$ cat config.mk
export PLATFORM = sky130hd
export DESIGN_NAME = fnn_layer_ctrl
export DESIGN_NICKNAME = d
export VERILOG_FILES = /design/src/rtl/fnn_pkg.sv /design/src/rtl/fnn_vec_buf.sv /design/src/rtl/fnn_layer_ctrl.sv
export SDC_FILE = /design/constraint.sdc
export NUM_CORES = 2
export LEC_CHECK = 0
export CAP_MARGIN = 5
export CORE_UTILIZATION = 24
export DETAILED_ROUTE_END_ITERATION = 8
export HOLD_SLACK_MARGIN = 0.05
export PLACE_DENSITY = 0.48
export SYNTH_ARGS = -nofsm -noshare
export SYNTH_HDL_FRONTEND = slang
export SYNTH_SLANG_ARGS = --single-unit
export TNS_END_PERCENT = 100
$ cat constraint.sdc
create_clock -name clk -period 3.25 [get_ports clk]
set_input_delay 0.65 -clock clk [delete_from_list [all_inputs] [get_ports clk]]
set_output_delay 0.65 -clock clk [all_outputs]
set_load 0.005 [all_outputs]
$ cat src/rtl/fnn_pkg.sv
// Shared types and helpers for the fully connected layer sequencer.
package fnn_pkg;

    typedef enum logic [2:0] {
        IDLE,
        LOAD,
        FEED,
        WAIT,
        DRAIN
    } fnn_state_e;

    localparam int CFG_W = 32;

    // Index width for a count of n items; never narrower than one bit.
    function automatic int idx_w(input int n);
        return (n > 1) ? $clog2(n) : 1;
    endfunction

endpackage

$ cat src/rtl/fnn_vec_buf.sv
// Input vector register file: one write port, one registered read port.
module fnn_vec_buf
    import fnn_pkg::*;
#(
    parameter int DEPTH = 30,
    parameter int WIDTH = 16,
    parameter int AW    = idx_w(DEPTH)
) (
    input  logic             clk,
    input  logic             rst,
    input  logic             wr_en_i,
    input  logic [AW-1:0]    wr_addr_i,
    input  logic [WIDTH-1:0] wr_data_i,
    input  logic [AW-1:0]    rd_addr_i,
    output logic [WIDTH-1:0] rd_data_o
);

    logic [WIDTH-1:0] mem_q [DEPTH];
    logic [WIDTH-1:0] rdData_q;

    always_ff @(posedge clk) begin
        if (wr_en_i) begin
            mem_q[wr_addr_i] <= wr_data_i;
        end
    end

    // Write-through keeps a single-element vector readable in the cycle it is written.
    always_ff @(posedge clk) begin
        if (rst) begin
            rdData_q <= '0;
        end else if (wr_en_i && (wr_addr_i == rd_addr_i)) begin
            rdData_q <= wr_data_i;
        end else begin
            rdData_q <= mem_q[rd_addr_i];
        end
    end

    assign rd_data_o = rdData_q;

endmodule

$ cat src/rtl/fnn_layer_ctrl.sv
// Per-layer sequencer: forwards neuron configuration, bursts the buffered
// input vector to the neurons, collects activations and streams them out.
module fnn_layer_ctrl
    import fnn_pkg::*;
#(
    parameter int LAYER_NO     = 2,
    parameter int NUM_NEURON   = 30,
    parameter int NUM_INPUT    = 30,
    parameter int DATA_WIDTH   = 16,
    parameter int WAIT_TIMEOUT = 1024
) (
    input  logic                             clk,
    input  logic                             rst,
    input  logic                             cfg_valid,
    output logic                             cfg_ready,
    input  logic                             cfg_is_bias,
    input  logic [CFG_W-1:0]                 cfg_neuron,
    input  logic [CFG_W-1:0]                 cfg_data,
    output logic                             weightValid,
    output logic                             biasValid,
    output logic [CFG_W-1:0]                 weightValue,
    output logic [CFG_W-1:0]                 biasValue,
    output logic [CFG_W-1:0]                 config_layer_num,
    output logic [CFG_W-1:0]                 config_neuron_num,
    input  logic                             start,
    input  logic                             in_valid,
    output logic                             in_ready,
    input  logic [DATA_WIDTH-1:0]            in_data,
    output logic [DATA_WIDTH-1:0]            neuron_in,
    output logic                             neuron_in_valid,
    input  logic [NUM_NEURON*DATA_WIDTH-1:0] neuron_out,
    input  logic [NUM_NEURON-1:0]            neuron_outvalid,
    output logic                             out_valid,
    input  logic                             out_ready,
    output logic [DATA_WIDTH-1:0]            out_data,
    output logic                             out_last,
    output logic                             busy,
    output logic                             done,
    output logic                             err
);

    localparam int IN_W  = idx_w(NUM_INPUT);
    localparam int NEU_W = idx_w(NUM_NEURON);
    localparam int TMO_W = idx_w(WAIT_TIMEOUT);

    localparam logic [IN_W-1:0]  LAST_IN  = IN_W'(NUM_INPUT - 1);
    localparam logic [NEU_W-1:0] LAST_NEU = NEU_W'(NUM_NEURON - 1);
    localparam logic [TMO_W-1:0] LAST_TMO = TMO_W'(WAIT_TIMEOUT - 1);

    fnn_state_e state_q, state_d;
    logic [IN_W-1:0]       inIdx_q, inIdx_d;
    logic [TMO_W-1:0]      waitCnt_q, waitCnt_d;
    logic [NEU_W-1:0]      outIdx_q, outIdx_d;
    logic [NUM_NEURON-1:0] mask_q, mask_d;
    logic [DATA_WIDTH-1:0] res_q [NUM_NEURON];
    logic [DATA_WIDTH-1:0] res_d [NUM_NEURON];
    logic                  err_q, err_d;
    logic                  done_q, done_d;

    logic                  weightValid_q, biasValid_q;
    logic [CFG_W-1:0]      weightValue_q, biasValue_q, layerNum_q, neuronNum_q;

    logic                  cfgAccept, cfgInRange;
    logic                  bufWrEn;
    logic [IN_W-1:0]       bufRdAddr;
    logic [DATA_WIDTH-1:0] bufRdData;

    // Start takes priority over a simultaneous configuration write.
    assign cfg_ready  = (state_q == IDLE) && !start;
    assign cfgAccept  = cfg_ready && cfg_valid;
    assign cfgInRange = (cfg_neuron < CFG_W'(NUM_NEURON));

    fnn_vec_buf #(
        .DEPTH(NUM_INPUT),
        .WIDTH(DATA_WIDTH)
    ) u_vec_buf (
        .clk      (clk),
        .rst      (rst),
        .wr_en_i  (bufWrEn),
        .wr_addr_i(inIdx_q),
        .wr_data_i(in_data),
        .rd_addr_i(bufRdAddr),
        .rd_data_o(bufRdData)
    );

    always_ff @(posedge clk) begin
        if (rst) begin
            state_q   <= IDLE;
            inIdx_q   <= '0;
            waitCnt_q <= '0;
            outIdx_q  <= '0;
            mask_q    <= '0;
            err_q     <= 1'b0;
            done_q    <= 1'b0;
            for (int i = 0; i < NUM_NEURON; i++) begin
                res_q[i] <= '0;
            end
        end else begin
            state_q   <= state_d;
            inIdx_q   <= inIdx_d;
            waitCnt_q <= waitCnt_d;
            outIdx_q  <= outIdx_d;
            mask_q    <= mask_d;
            err_q     <= err_d;
            done_q    <= done_d;
            res_q     <= res_d;
        end
    end

    // The read address runs one element ahead so the registered read port
    // delivers a gap-free burst starting the cycle FEED is entered.
    always_comb begin
        state_d   = state_q;
        inIdx_d   = inIdx_q;
        waitCnt_d = waitCnt_q;
        outIdx_d  = outIdx_q;
        mask_d    = mask_q;
        res_d     = res_q;
        err_d     = err_q;
        done_d    = 1'b0;
        bufWrEn   = 1'b0;
        bufRdAddr = '0;
        case (state_q)
            IDLE: begin
                if (start) begin
                    state_d = LOAD;
                    inIdx_d = '0;
                end
            end
            LOAD: begin
                if (in_valid) begin
                    bufWrEn = 1'b1;
                    if (inIdx_q == LAST_IN) begin
                        state_d = FEED;
                        inIdx_d = '0;
                        mask_d  = '0;
                        for (int i = 0; i < NUM_NEURON; i++) begin
                            res_d[i] = '0;
                        end
                    end else begin
                        inIdx_d = inIdx_q + 1'b1;
                    end
                end
            end
            FEED: begin
                if (inIdx_q == LAST_IN) begin
                    state_d   = WAIT;
                    inIdx_d   = '0;
                    waitCnt_d = '0;
                end else begin
                    inIdx_d   = inIdx_q + 1'b1;
                    bufRdAddr = inIdx_q + 1'b1;
                end
            end
            WAIT: begin
                for (int i = 0; i < NUM_NEURON; i++) begin
                    if (neuron_outvalid[i]) begin
                        mask_d[i] = 1'b1;
                        res_d[i]  = neuron_out[i*DATA_WIDTH +: DATA_WIDTH];
                    end
                end
                if (&mask_d) begin
                    state_d  = DRAIN;
                    outIdx_d = '0;
                end else if (waitCnt_q == LAST_TMO) begin
                    state_d  = DRAIN;
                    outIdx_d = '0;
                    err_d    = 1'b1;
                end else begin
                    waitCnt_d = waitCnt_q + 1'b1;
                end
            end
            DRAIN: begin
                if (out_ready) begin
                    if (outIdx_q == LAST_NEU) begin
                        state_d = IDLE;
                        done_d  = 1'b1;
                    end else begin
                        outIdx_d = outIdx_q + 1'b1;
                    end
                end
            end
            default: state_d = IDLE;
        endcase
        if (cfgAccept && !cfgInRange) begin
            err_d = 1'b1;
        end
    end

    // Out-of-range writes are still accepted and latched, but never strobed.
    always_ff @(posedge clk) begin
        if (rst) begin
            weightValid_q <= 1'b0;
            biasValid_q   <= 1'b0;
            weightValue_q <= '0;
            biasValue_q   <= '0;
            layerNum_q    <= '0;
            neuronNum_q   <= '0;
        end else begin
            weightValid_q <= cfgAccept && !cfg_is_bias && cfgInRange;
            biasValid_q   <= cfgAccept && cfg_is_bias && cfgInRange;
            if (cfgAccept) begin
                if (cfg_is_bias) begin
                    biasValue_q <= cfg_data;
                end else begin
                    weightValue_q <= cfg_data;
                end
                layerNum_q  <= CFG_W'(LAYER_NO);
                neuronNum_q <= cfg_neuron;
            end
        end
    end

    assign weightValid       = weightValid_q;
    assign biasValid         = biasValid_q;
    assign weightValue       = weightValue_q;
    assign biasValue         = biasValue_q;
    assign config_layer_num  = layerNum_q;
    assign config_neuron_num = neuronNum_q;

    assign in_ready        = (state_q == LOAD);
    assign neuron_in_valid = (state_q == FEED);
    assign neuron_in       = (state_q == FEED) ? bufRdData : '0;
    assign out_valid       = (state_q == DRAIN);
    assign out_data        = (state_q == DRAIN) ? res_q[outIdx_q] : '0;
    assign out_last        = (state_q == DRAIN) && (outIdx_q == LAST_NEU);
    assign busy            = (state_q != IDLE);
    assign done            = done_q;
    assign err             = err_q;

endmodule

==> metrics.cfg <==
[run_status]
status=finished, violations left
violations=setup timing

[detailed_routing]
drc=0
dr.pass1.iters=6
drtIter0Drc=4365
antenna_left=0
wl_per_cell_um=27.7
drt_wl_total_um=230000
via_count=41400
vias_per_cell=4.99

[synthesis]
ys_ff_latch=1130
syn_inst=4639
synthFlopType=dfxtp_1
netlist.area_leader.share=0.304
seq_area_frac_synth=0.578
synth_top_cell_by_area=edfxtp_1
synth-edff-count=480
avgSynthCellArea_um2=10.2
synthesis.area_um2=47500
async_flop_share=0
synth_cell_types=85
yosys-top-cells-area=edfxtp_1, dfxtp_1, a21oi_1, nand2_1, nand3_1
ys_warn_count=0

[sta]
slew_headroom=0.321
setup_ws_ns=-0.630
finalHoldViolCount=0
fin_crit_sh=1.19
hold_slack_ns=0.337
finalCriticalPeriod_ns=3.88
slew_viol_final=0
setup_viol=17
skew_ns=0.0438
rsz0062_at_grt=yes
worstMarginPinSlew_ns=1.02
fin_tns_setup_ns=-8.53
max_clock_freq_mhz=258

[worst_hold_path]
holdCritPathClass=in2reg

[power_and_ir_drop]
p_per_area_nw_per_um2=497
p_sw_mw=7.70
power_mw=32.5
peakVddDrop_uv=524
seqPwrFrac=0.459
internal_power_mw=24.8
pwr-share-clk=0.474
swShare=0.237
power_frac_comb=0.067
p_leak_nw=21.2

[setup_path]
worstPathRequired_ns=2.60
worstPathArrival_ns=3.23
slowest_stage=mux4_2
slowest_delay_ns=0.60
path_delay_family=multiplexers
critPathKind=reg2out
startpoint_type=flip-flop
crit_buf_inv=5
cp_max_fo=7
worst_setup_path_end_kind=output pin
crit_chain=buf_12 -> buf_12 -> clkbuf_16 -> buf_6 -> mux4_2 -> mux4_2 -> mux2i_1 -> nor2_2 -> buf_2

[floorplan]
initial_utilization=0.242
die_w_um=447
die-area_um2=200000
chipHeight_um=447
core_area_um2=196000
ios=767
rows=162

[place]
dp_hpwl_um=172000
io_buffers=735
placed_cell_area_um2=59800
placedCellCount=7978
gp_routability_congestion=0.946
pre_cts_ws_ns=-0.720

[cells_and_area]
layout.nets=6141
final_cells=8284
final_cell_area_um2=65500
drive_above_1_share=0.153
area_growth_pct=37.9
utilization=0.334

[cts]
cts-root-buf=clkbuf_16
cts.sinks=1130
cts_buffers=133
clock_path_buffers=3
worstSkewPairLatency_ns=0.80
cts_tree=done
hold_buffers=0
clk_pin_slew_ns=0.06
cts-htree-levels=4

[global_route]
grt_max_degree=173
grt_pass1_vias=39000
grt_usage=0.221
grt_overflow=0
antenna_found_initial=76
grt_pass1_wl_um=310000

[run]
cap_violations=0

==> final cells by class <==
cell class,count,area (um2)
multi-input cells,3136,18700
clock inverters,43,643
diodes,20,50.0
inverters,11,50.0
fillers,19900,130000
repair buffers,1125,11400
flip-flops and latches,1130,27400
clock buffers,195,3870
well taps,2624,3280
==> synthesized netlist by cell type (7+ instances only) <==
cell       number
nand2_1       895
a21oi_1       714
dfxtp_1       650
nand3_1       541
edfxtp_1      480
clkbuf_1      198
nor2_1        174
mux2i_1       120
mux4_2        119
buf_2          98
buf_4          66
o21ai_0        59
o22ai_1        55
nor3_1         46
a211oi_1       29
a21oi_2        29
a32oi_1        29
and2_1         24
buf_1          24
or3_1          24
a31oi_1        23
nand2b_1       18
nand4_1        17
a2111oi_0      15
o221ai_1       13
a221oi_1       12
o32a_1          9
and3_1          8
mux2_2          8
nor4_1          8
ha_1            7
o211ai_1        7
==> sequential cells by signal, summed over array words and instances (netlist names), 5 cells and up <==
| signal | cells |
|---|---|
| u_vec_buf.rd_data_o | 16 |
| mask_q | 30 |
| inIdx_q | 5 |
| outIdx_q | 5 |
| weightValue | 32 |
| waitCnt_q | 10 |
| config_neuron_num | 32 |
| u_vec_buf.mem_q | 480 |
| res_q | 480 |
| biasValue | 32 |
==> power groups by stage <==
stage	Sequential [mW]	Clock (mW)	Combinational (mW)
floorplan	15.2	0	0.560
global placement	15.2	0	2.16
detailed placement	15.2	0	2.16
CTS	14.9	15.7	2.17
global route	14.9	16.2	2.26
finish	14.9	15.4	2.18
==> timing repair <==
item | in CTS | in global routing
gates resized for setup | 160 | 30
setup buffers | 25 | 24
endpoints found under the hold margin | 0 | 0
setup endpoints to repair | 36 | 31
pin swaps | 33 | 14
gates cloned | 4 | 1
==> per-layer routing <==
metal / GRT usage / vias up / wire (um)
met4: 0.123 / 76 / 13600
li1: - / 18600 / -
met3: 0.0592 / 463 / 18600
met1: 0.288 / 20500 / 96400
met5: 0 / - / 468
met2: 0.329 / 1733 / 101000
==> logic make-up (layout without fill, tap and decap cells) <==
family                   count (synthesis)  in the layout  share of synthesized area
XOR/XNOR                                 4              4                   0.000896
AND/OR/NAND/NOR                       1801           1801                      0.168
buffers and inverters                  403           1374                     0.0406
flip-flops                            1130           1130                      0.578
other                                    1             51                  0.0000790
adder cells (fa/ha/maj)                  7              7                    0.00184
multiplexers                           247            247                     0.0836
AO/OA/AOI/OAI                         1046           1046                      0.127
==> layout by cell type, fill, tap and decap left out, types with 11 or more instances in the layout <==
master           synthesis  layout
a211oi_1                29      21
a21oi_1                714     714
a21oi_2                 29      29
a221oi_1                12      12
a31oi_1                 23      23
a32oi_1                 29      29
and2_1                  24      24
buf_12                   0      83
buf_4                   66     286
buf_6                    6      18
clkbuf_1               198      33
clkbuf_16                0     139
clkbuf_8                 0      20
clkdlybuf4s50_1          0     716
clkinv_2                 0      13
conb_1                   1      31
dfxtp_1                650     643
diode_2                  0      20
edfxtp_1               480     480
mux2i_1                120     105
mux4_2                 119     119
nand2_1                895     895
nand2b_1                18      18
nand3_1                541     541
nand4_1                 17      17
nor2_1                 174     165
nor2_2                   3      11
nor3_1                  46      37
o21ai_0                 59      56
o221ai_1                13      13
o22ai_1                 55      55
or3_1                   24      24
==> path summary, 6_finish.rpt <==
check,startpoint,end,slack [ns],cells after the start
worst max-delay path,outIdx_q[0],out_data[10],-0.63,9
worst max register to register,inIdx_q[0],u_vec_buf.rd_data_o[15],0.19,11
worst min-delay path,rst,inIdx_q[4],0.34,2
worst min register to register,res_q[117],res_q[117],0.45,2
(Power assumes the default switching activity.)
